$ cat src/rtl/eight_bit_accumulator_if.sv
// rtl/eight_bit_accumulator_if.sv - operand/op input and result output handshake bundle
interface eight_bit_accumulator_if;
  logic [7:0] in_data;
  logic [1:0] in_op;
  logic       in_valid;
  logic       in_ready;
  logic [7:0] acc;
  logic       carry;
  logic       overflow;
  logic       zero;
  logic       out_valid;
  logic       out_ready;

  modport master (
    output in_data, in_op, in_valid, out_ready,
    input  in_ready, acc, carry, overflow, zero, out_valid
  );

  modport slave (
    input  in_data, in_op, in_valid, out_ready,
    output in_ready, acc, carry, overflow, zero, out_valid
  );
endinterface

$ cat src/rtl/eight_bit_accumulator.sv
// rtl/eight_bit_accumulator.sv - registered 8-bit accumulator execute stage with LOAD/ADD/SUB/CLR
module eight_bit_accumulator #(
  parameter logic [7:0] RESET_VALUE = 8'h00
) (
  input logic                  clk,
  input logic                  reset_n,
  eight_bit_accumulator_if.slave bus
);

  typedef enum logic [1:0] {
    IDLE = 2'd0,
    EXEC = 2'd1,
    DONE = 2'd2
  } state_t;

  localparam logic [1:0] OP_LOAD = 2'b00;
  localparam logic [1:0] OP_ADD  = 2'b01;
  localparam logic [1:0] OP_SUB  = 2'b10;

  state_t     state;
  logic [7:0] data_q;
  logic [1:0] op_q;
  logic [7:0] acc_q;
  logic       carry_q;
  logic       overflow_q;
  logic       zero_q;
  logic       in_ready_q;
  logic       out_valid_q;

  logic [8:0] sum9;
  logic [8:0] diff9;
  logic [7:0] next_acc;
  logic       next_carry;
  logic       next_overflow;

  // 9-bit arithmetic: bit 8 is carry-out for ADD and borrow for SUB.
  always_comb begin
    sum9          = {1'b0, acc_q} + {1'b0, data_q};
    diff9         = {1'b0, acc_q} - {1'b0, data_q};
    next_acc      = 8'h00;
    next_carry    = 1'b0;
    next_overflow = 1'b0;
    case (op_q)
      OP_LOAD: next_acc = data_q;
      OP_ADD: begin
        next_acc      = sum9[7:0];
        next_carry    = sum9[8];
        next_overflow = (acc_q[7] == data_q[7]) && (sum9[7] != acc_q[7]);
      end
      OP_SUB: begin
        next_acc      = diff9[7:0];
        next_carry    = diff9[8];
        next_overflow = (acc_q[7] != data_q[7]) && (diff9[7] != acc_q[7]);
      end
      default: next_acc = 8'h00;
    endcase
  end

  always_ff @(posedge clk or negedge reset_n) begin
    if (!reset_n) begin
      state       <= IDLE;
      data_q      <= 8'h00;
      op_q        <= 2'b00;
      acc_q       <= RESET_VALUE;
      carry_q     <= 1'b0;
      overflow_q  <= 1'b0;
      zero_q      <= (RESET_VALUE == 8'h00);
      in_ready_q  <= 1'b1;
      out_valid_q <= 1'b0;
    end else begin
      case (state)
        IDLE: begin
          if (bus.in_valid) begin
            data_q     <= bus.in_data;
            op_q       <= bus.in_op;
            in_ready_q <= 1'b0;
            state      <= EXEC;
          end
        end
        EXEC: begin
          acc_q       <= next_acc;
          carry_q     <= next_carry;
          overflow_q  <= next_overflow;
          zero_q      <= (next_acc == 8'h00);
          out_valid_q <= 1'b1;
          state       <= DONE;
        end
        DONE: begin
          if (bus.out_ready) begin
            out_valid_q <= 1'b0;
            in_ready_q  <= 1'b1;
            state       <= IDLE;
          end
        end
        default: begin
          out_valid_q <= 1'b0;
          in_ready_q  <= 1'b1;
          state       <= IDLE;
        end
      endcase
    end
  end

  assign bus.in_ready  = in_ready_q;
  assign bus.out_valid = out_valid_q;
  assign bus.acc       = acc_q;
  assign bus.carry     = carry_q;
  assign bus.overflow  = overflow_q;
  assign bus.zero      = zero_q;

endmodule

$ cat src/flat_wrapper.sv
// flat-port wrapper written by rule: the top's interface ports become plain ports
module eight_bit_accumulator_flat 
#(
  parameter logic [7:0] RESET_VALUE = 8'h00
)
  (clk, reset_n, bus_in_data, bus_in_op, bus_in_valid, bus_out_ready, bus_in_ready, bus_acc, bus_carry, bus_overflow, bus_zero, bus_out_valid);
  eight_bit_accumulator_if bus_i ();
  input logic clk;
  input logic reset_n;
  input wire logic [$bits(bus_i.in_data)-1:0] bus_in_data;
  input wire logic [$bits(bus_i.in_op)-1:0] bus_in_op;
  input wire logic [$bits(bus_i.in_valid)-1:0] bus_in_valid;
  input wire logic [$bits(bus_i.out_ready)-1:0] bus_out_ready;
  output wire logic [$bits(bus_i.in_ready)-1:0] bus_in_ready;
  output wire logic [$bits(bus_i.acc)-1:0] bus_acc;
  output wire logic [$bits(bus_i.carry)-1:0] bus_carry;
  output wire logic [$bits(bus_i.overflow)-1:0] bus_overflow;
  output wire logic [$bits(bus_i.zero)-1:0] bus_zero;
  output wire logic [$bits(bus_i.out_valid)-1:0] bus_out_valid;
  assign bus_i.in_data = bus_in_data;
  assign bus_i.in_op = bus_in_op;
  assign bus_i.in_valid = bus_in_valid;
  assign bus_i.out_ready = bus_out_ready;
  assign bus_in_ready = bus_i.in_ready;
  assign bus_acc = bus_i.acc;
  assign bus_carry = bus_i.carry;
  assign bus_overflow = bus_i.overflow;
  assign bus_zero = bus_i.zero;
  assign bus_out_valid = bus_i.out_valid;
  eight_bit_accumulator #(.RESET_VALUE(RESET_VALUE)) u_core (.clk(clk), .reset_n(reset_n), .bus(bus_i));
endmodule
$ cat config.mk
export PLATFORM = sky130hd
export DESIGN_NAME = eight_bit_accumulator_flat
export DESIGN_NICKNAME = d
export VERILOG_FILES = /design/src/rtl/eight_bit_accumulator_if.sv /design/src/rtl/eight_bit_accumulator.sv /design/src/flat_wrapper.sv
export SDC_FILE = /design/constraint.sdc
export NUM_CORES = 1
export LEC_CHECK = 0
export CELL_PAD_IN_SITES_DETAIL_PLACEMENT = 1
export CELL_PAD_IN_SITES_GLOBAL_PLACEMENT = 1
export CORE_UTILIZATION = 41
export CTS_BUF_LIST = sky130_fd_sc_hd__clkbuf_16
export CTS_CLUSTER_SIZE = 25
export DETAILED_ROUTE_END_ITERATION = 8
export MAX_ROUTING_LAYER = met4
export PLACE_DENSITY_LB_ADDON = 0.08
export SYNTH_ARGS = -nofsm -noshare
export SYNTH_HDL_FRONTEND = slang
export SYNTH_SLANG_ARGS = --single-unit
$ cat constraint.sdc
create_clock -name clk -period 3.2 [get_ports clk]
set_clock_uncertainty 0.15 [all_clocks]
set_input_delay 0.64 -clock clk [delete_from_list [all_inputs] [get_ports clk]]
set_output_delay 0.64 -clock clk [all_outputs]
set_load 0.005 [all_outputs]
### After elaboration in Yosys (flattened, before gate mapping)

Index checks and enable logic that the tools add are counted.

* memory bits (writable): 0
* output and inout port bits: 13
* bits in latches: 0
* register bits: 25
* ROM bits: 0
* memories kept: 0

* bitwise operators: 2
* divide/modulo/power cells: 0
* add/subtract/negate cells: 2
* $lt $le $gt $ge: 0
* multiplexer cells: 11
* shift operators: 0
* multiply operators: 0
* reduce and logical (&&, ||, !) cells: 9
* eq/ne operators: 10

Operators by type and width (number)
* case mux 8 bit (3 select lines): 1
* adder 8 x 8 -> 9 bit: 1
* subtractor 8 x 8 -> 9 bit: 1
* zero test 8 bit: 1
* case mux 1 bit (3 select lines): 2
* case mux 2 bit (3 select lines): 1
* AND reduction 2 bit: 3
* == test 2 x 1 -> 1 bit, second input constant: 2
* == test 2 bit, second input constant: 2
* zero test 2 bit: 2
* 2-to-1 mux 2 bit: 2
* != test 2 bit, second input constant: 2
* case mux 1 bit (2 select lines): 2
* 2-to-1 mux 1 bit: 3
* != test 1 bit: 3
* AND reduction 3 bit: 1
* logical AND 1 bit: 2
* inverter 1 bit: 2
* == test 1 bit: 1

### Depth between registers and ports, before layout

Gate-level depths: netlist (run 1).

* depth after elaboration: 4
* mapped depth: 11
* depth with buffers taken out: 11

### Worst setup path before layout (run 1)

Ideal clock, no wire load.

* path kind: register to register
* start point: register u_core.acc_q[0] (netlist: u_core.bus.acc[0])
* end point: register u_core.zero_q (netlist: u_core.bus.zero)
* path buffers: 0
* setup time: 0.063 ns
* slack: 0.703 ns
* data arrival time: 2.284 ns
* stages on the path, launching flop included: 11
* cell sequence: dfrtp_1 -> inv_1 -> ha_1 -> inv_1 -> fa_1 -> xor2_1 -> a222oi_1 -> nor2_1 -> or3_1 -> nor3_2 -> a32o_1

* word-level cells in the longest chain between the ends: 3
* elaborated cells on any way between the ends: 4
* classes of those cells: add/sub (2); mux (1); reduce/logical (1)

RTL lines
* start, declared: line eight_bit_accumulator.sv:23 `logic [7:0] acc_q;`
* start signal, assigned: line eight_bit_accumulator.sv:81 `acc_q <= next_acc;`
* subtractor 8 x 8 -> 9 bit or adder 8 x 8 -> 9 bit (tied branches): line eight_bit_accumulator.sv:39, eight_bit_accumulator.sv:38
* case mux 8 bit (3 select lines) (*): line eight_bit_accumulator.sv:43 `case (op_q)`
* zero test 8 bit (*): line eight_bit_accumulator.sv:84 `zero_q <= (next_acc == 8'h00);`
* end signal, assigned: line eight_bit_accumulator.sv:67 `zero_q <= (RESET_VALUE == 8'h00);`
* end signal, assigned: line eight_bit_accumulator.sv:84
* end, declared: line eight_bit_accumulator.sv:26 `logic zero_q;`

Mark *: on every way between the ends. The rest lies on a longest branch, timed or not.
A chain may end at the register's enable or synchronous reset.

### Worst setup path in the final report (run 1)

Ends and elaborated chain as after synthesis.

==> results.py, run 1 <==
metrics = {
    "finish": {
        "area_delta_synth_final_pct": 20.64,
        "final_area_um2": 2275,
        "fill_cells": 517,
        "drive_gt1_frac": 0.1078,
        "final_nets": 270,
        "diodes": 0,
        "layout.cells.non_filler": 284,
    },
    "placement": {
        "dpl-instance-area_um2": 2191,
        "port_buffers": 26,
        "dp.final_hpwl_um": 3912,
        "dp_cells": 280,
        "place.gp.congestion": 0.8783,
    },
    "sta": {
        "relSlewSlack": 0.6390,
        "max_freq_mhz": 367.3,
        "setup_tns_ps": 0,
        "slew_viol_final": 0,
        "fin_hold_ws_ps": 336.7,
        "finalSetupViolations": 0,
        "period_minus_slack_ps": 2723,
        "worst_slew_pin_slew_ps": 541.5,
        "finalHoldViolations": 0,
        "post-route-period-util": 0.8508,
        "rsz0062_at_grt": "no",
    },
    "global_route": {
        "antenna_found_initial": 0,
        "overflow": 0,
        "grt_pass1_vias": 1725,
        "grt_pass1_wl_um": 8852,
        "grt_max_degree": 26,
        "grt_usage": 0.2376,
    },
    "worst_setup_path": {
        "rrSetupSlack_ps": 480,
        "crit_required_ps": 3260,
        "max_stage_delay_ps": 440,
        "cp_slowest_cell": "fa_1",
        "end_kind": "flip-flop",
        "r2r_end": "u_core.bus.zero",
        "crit_start": "u_core.bus.acc[0]",
        "critPathKind": "reg2reg",
        "path_cells": "inv_1, ha_1, inv_1, fa_1, a211oi_4, nor2_2, a221o_1, a22oi_2, a31oi_1, nor3_2, a32o_1",
        "ff2ff_path_depth": 11,
        "worst-path-buf-inv": 2,
        "crit_path_frequent_cell": "inv_1",
        "critPathTopFamily": "compound AO/OA/AOI/OAI gates",
        "cp.arrival_ps": 2780,
        "path_max_fanout": 4,
        "startpoint_type": "flip-flop",
        "r2r-start": "u_core.bus.acc[0]",
    },
    "job": {
        "cap_viol_max_count": 0,
    },
    "yosys": {
        "synth-main-ff-cell": "dfrtp_1",
        "yosys_warnings": 0,
        "postSynthAreaPerCell_um2": 9.065,
        "syn_inst": 208,
        "yosysUniqueCellTypes": 55,
        "ys_ff_latch": 25,
        "ys_async_sr_fraction": 1.000,
        "synth_nets": 245,
        "synth_edf_count": 0,
        "synth_area_um2": 1886,
        "yosysSeqAreaShare": 0.3331,
    },
    "clocking": {
        "cts_setup_buffers": 0,
        "cts_tree": "done",
        "clock_sinks": 25,
        "cts-buffers-inserted": 3,
        "hold_buffers": 0,
        "cts_resized": 0,
        "clk_pin_slew_worst_paths_ps": 70,
        "htreeDepth": 1,
        "clk_latency_ps": 270,
        "root_buffer": "clkbuf_16",
        "clockBufferDepth": 2,
    },
    "routing": {
        "route.detailed.drc": 0,
        "antenna_left": 0,
        "wl_um": 5227,
        "vias": 1641,
        "drt_first_iter_violations": 150,
        "drt-pass1-iter-count": 4,
        "avgViaCountPerCell": 5.778,
        "detail_route.wl_per_cell_um": 18.40,
    },
    "min_path": {
        "hp-class": "reg2reg",
        "min_from": "u_core.bus.out_valid",
        "whs_endpoint": "u_core.bus.out_valid",
        "hold_path_depth": 1,
    },
    "pwr": {
        "p_per_area_nw_per_um2": 1191,
        "p_leak_nw": 0.9740,
        "power_w": 0.002710,
        "ir_drop_mv": 0.5586,
    },
    "floorplan": {
        "rows": 24,
        "core_area_um2": 4384,
        "io_pins": 27,
        "fp.dieArea_um2": 4874,
        "initial_utilization": 0.4301,
        "die_w_um": 69.82,
        "die_height_um": 69.82,
    },
    "outcome": {
        "status": "finished clean",
    },
}
-- state kept, by name (all words and copies together), names as in the netlist --
| register | count |
|---|---|
| u_core.state | 2 |
| u_core.bus.carry | 1 |
| u_core.data_q | 8 |
| u_core.bus.in_ready | 1 |
| u_core.bus.zero | 1 |
| u_core.bus.overflow | 1 |
| u_core.bus.out_valid | 1 |
| u_core.op_q | 2 |
| u_core.bus.acc | 8 |
-- worst register-to-register path: stages (launching register included) --
cell and delay, ps:
dfrtp_1 410, inv_1 90, ha_1 150, inv_1 50, fa_1 440, a211oi_4 270
nor2_2 80, a221o_1 370, a22oi_2 190, a31oi_1 150, nor3_2 140, a32o_1 180
-- layout make-up --
class	count	area (um2)	area share
flip-flops and latches	25	628.1	0.2761
clock buffers	3	75.07	0.03300
multi-input cells	152	1132	0.4978
repair buffers	29	282.8	0.1243
well taps	52	65.06	0.02860
clock inverters	1	8.758	0.003850
inverters	22	82.58	0.03630
-- kinds of logic after synthesis --
group	Yosys count	share of synthesized area
xor gates and xnor gates	5	0.02322
DFF	25	0.3331
adders and majority gates	23	0.1606
buffers and inverters	31	0.06635
AOI/OAI and AO/OA	64	0.2548
muxes	4	0.02322
and+or+nand+nor	56	0.1387
-- cell usage after synthesis, drive strengths merged (3+ instances only) --
library cell  count  share of area
a211oi            4          0.025
xnor2             4          0.019
clkbuf            7          0.014
nand2            22          0.044
nand2b            5          0.017
mux2              3          0.018
a21oi            12          0.034
nor2             17          0.036
or3               3          0.010
dfrtp            23           0.31
ha               21           0.14
inv              22          0.044
a222oi            3          0.016
o31ai             7          0.028
o21ai            16          0.042
nor3              3          0.011
-- power breakdown --
group | internal (W) | leakage [nW] | switching [W]
logic | 0.000776 | 0.622 | 0.00102
clock network | 0.000173 | 0.0415 | 0.000129
registers | 0.000461 | 0.311 | 0.000148
-- cells in the final DEF, fill, tap and decap left out, types with 2 or more instances in the layout --
| cell type | Yosys | routed |
|---|---|---|
| fa_1 | 2 | 2 |
| o31ai_1 | 7 | 7 |
| xnor2_1 | 4 | 4 |
| nor2_2 | 2 | 2 |
| a222oi_1 | 3 | 3 |
| nand2_1 | 22 | 22 |
| dfstp_2 | 2 | 2 |
| ha_1 | 21 | 21 |
| nor2b_1 | 2 | 2 |
| nand2b_1 | 5 | 5 |
| o211ai_1 | 2 | 2 |
| a21oi_1 | 11 | 11 |
| a211oi_1 | 2 | 2 |
| o21ai_1 | 3 | 3 |
| or3_1 | 3 | 3 |
| o21ai_0 | 13 | 13 |
| mux2_2 | 2 | 2 |
| dfrtp_1 | 23 | 23 |
| clkdlybuf4s50_1 | 0 | 26 |
| buf_4 | 0 | 3 |
| o21a_1 | 2 | 2 |
| clkbuf_16 | 0 | 3 |
| nor2_1 | 15 | 15 |
| nor3_1 | 2 | 2 |
| inv_2 | 4 | 4 |
| inv_1 | 18 | 18 |
-- worst max path at each step --
stage,slack [ps],cells past startpoint,endpoint
after floorplan,700,10,u_core.bus.zero
after CTS,470,11,u_core.bus.zero
after global placement,590,9,u_core.bus.zero
final,480,11,u_core.bus.zero
after detailed placement,520,11,u_core.bus.zero
after global routing,310,11,u_core.bus.zero
-- stage by stage --
| stage | worst slack, ps | utilization |
|---|---|---|
| floorplan | 702.5 | - |
| global placement | 588.4 | 0.4997 |
| detailed placement | 524.2 | 0.4997 |
| CTS | 471.7 | 0.5188 |
| global route | 312.2 | 0.5188 |
| finish | 477.4 | 0.5188 |
-- routing by layer --
layer  global-route usage  wire [um]  share of wire
met4              0.07111         72          0.014
met1               0.2979       2287           0.44
met3              0.03779        273          0.052
met5                    -          0              0
met2               0.3942       2594           0.50
No activity file was read; power rests on OpenSTA's default activity.
==> run 2: changes to the inputs <==
--- a/config.mk
+++ b/config.mk
@@ -13,6 +13,7 @@
 export DETAILED_ROUTE_END_ITERATION = 8
 export MAX_ROUTING_LAYER = met4
 export PLACE_DENSITY_LB_ADDON = 0.08
+export SLEW_MARGIN = 25
 export SYNTH_ARGS = -nofsm -noshare
 export SYNTH_HDL_FRONTEND = slang
 export SYNTH_SLANG_ARGS = --single-unit
==> results of run 2 <==
No change in the layout: final DEF, timing and power equal those of run 1.
==> run 3: changes to the inputs <==
--- a/config.mk
+++ b/config.mk
@@ -13,7 +13,7 @@
 export DETAILED_ROUTE_END_ITERATION = 8
 export MAX_ROUTING_LAYER = met4
 export PLACE_DENSITY_LB_ADDON = 0.08
-export SLEW_MARGIN = 25
+export SLEW_MARGIN = 10
 export SYNTH_ARGS = -nofsm -noshare
 export SYNTH_HDL_FRONTEND = slang
 export SYNTH_SLANG_ARGS = --single-unit
==> results of run 3 <==
No change in the layout: final DEF, timing and power equal those of run 1.
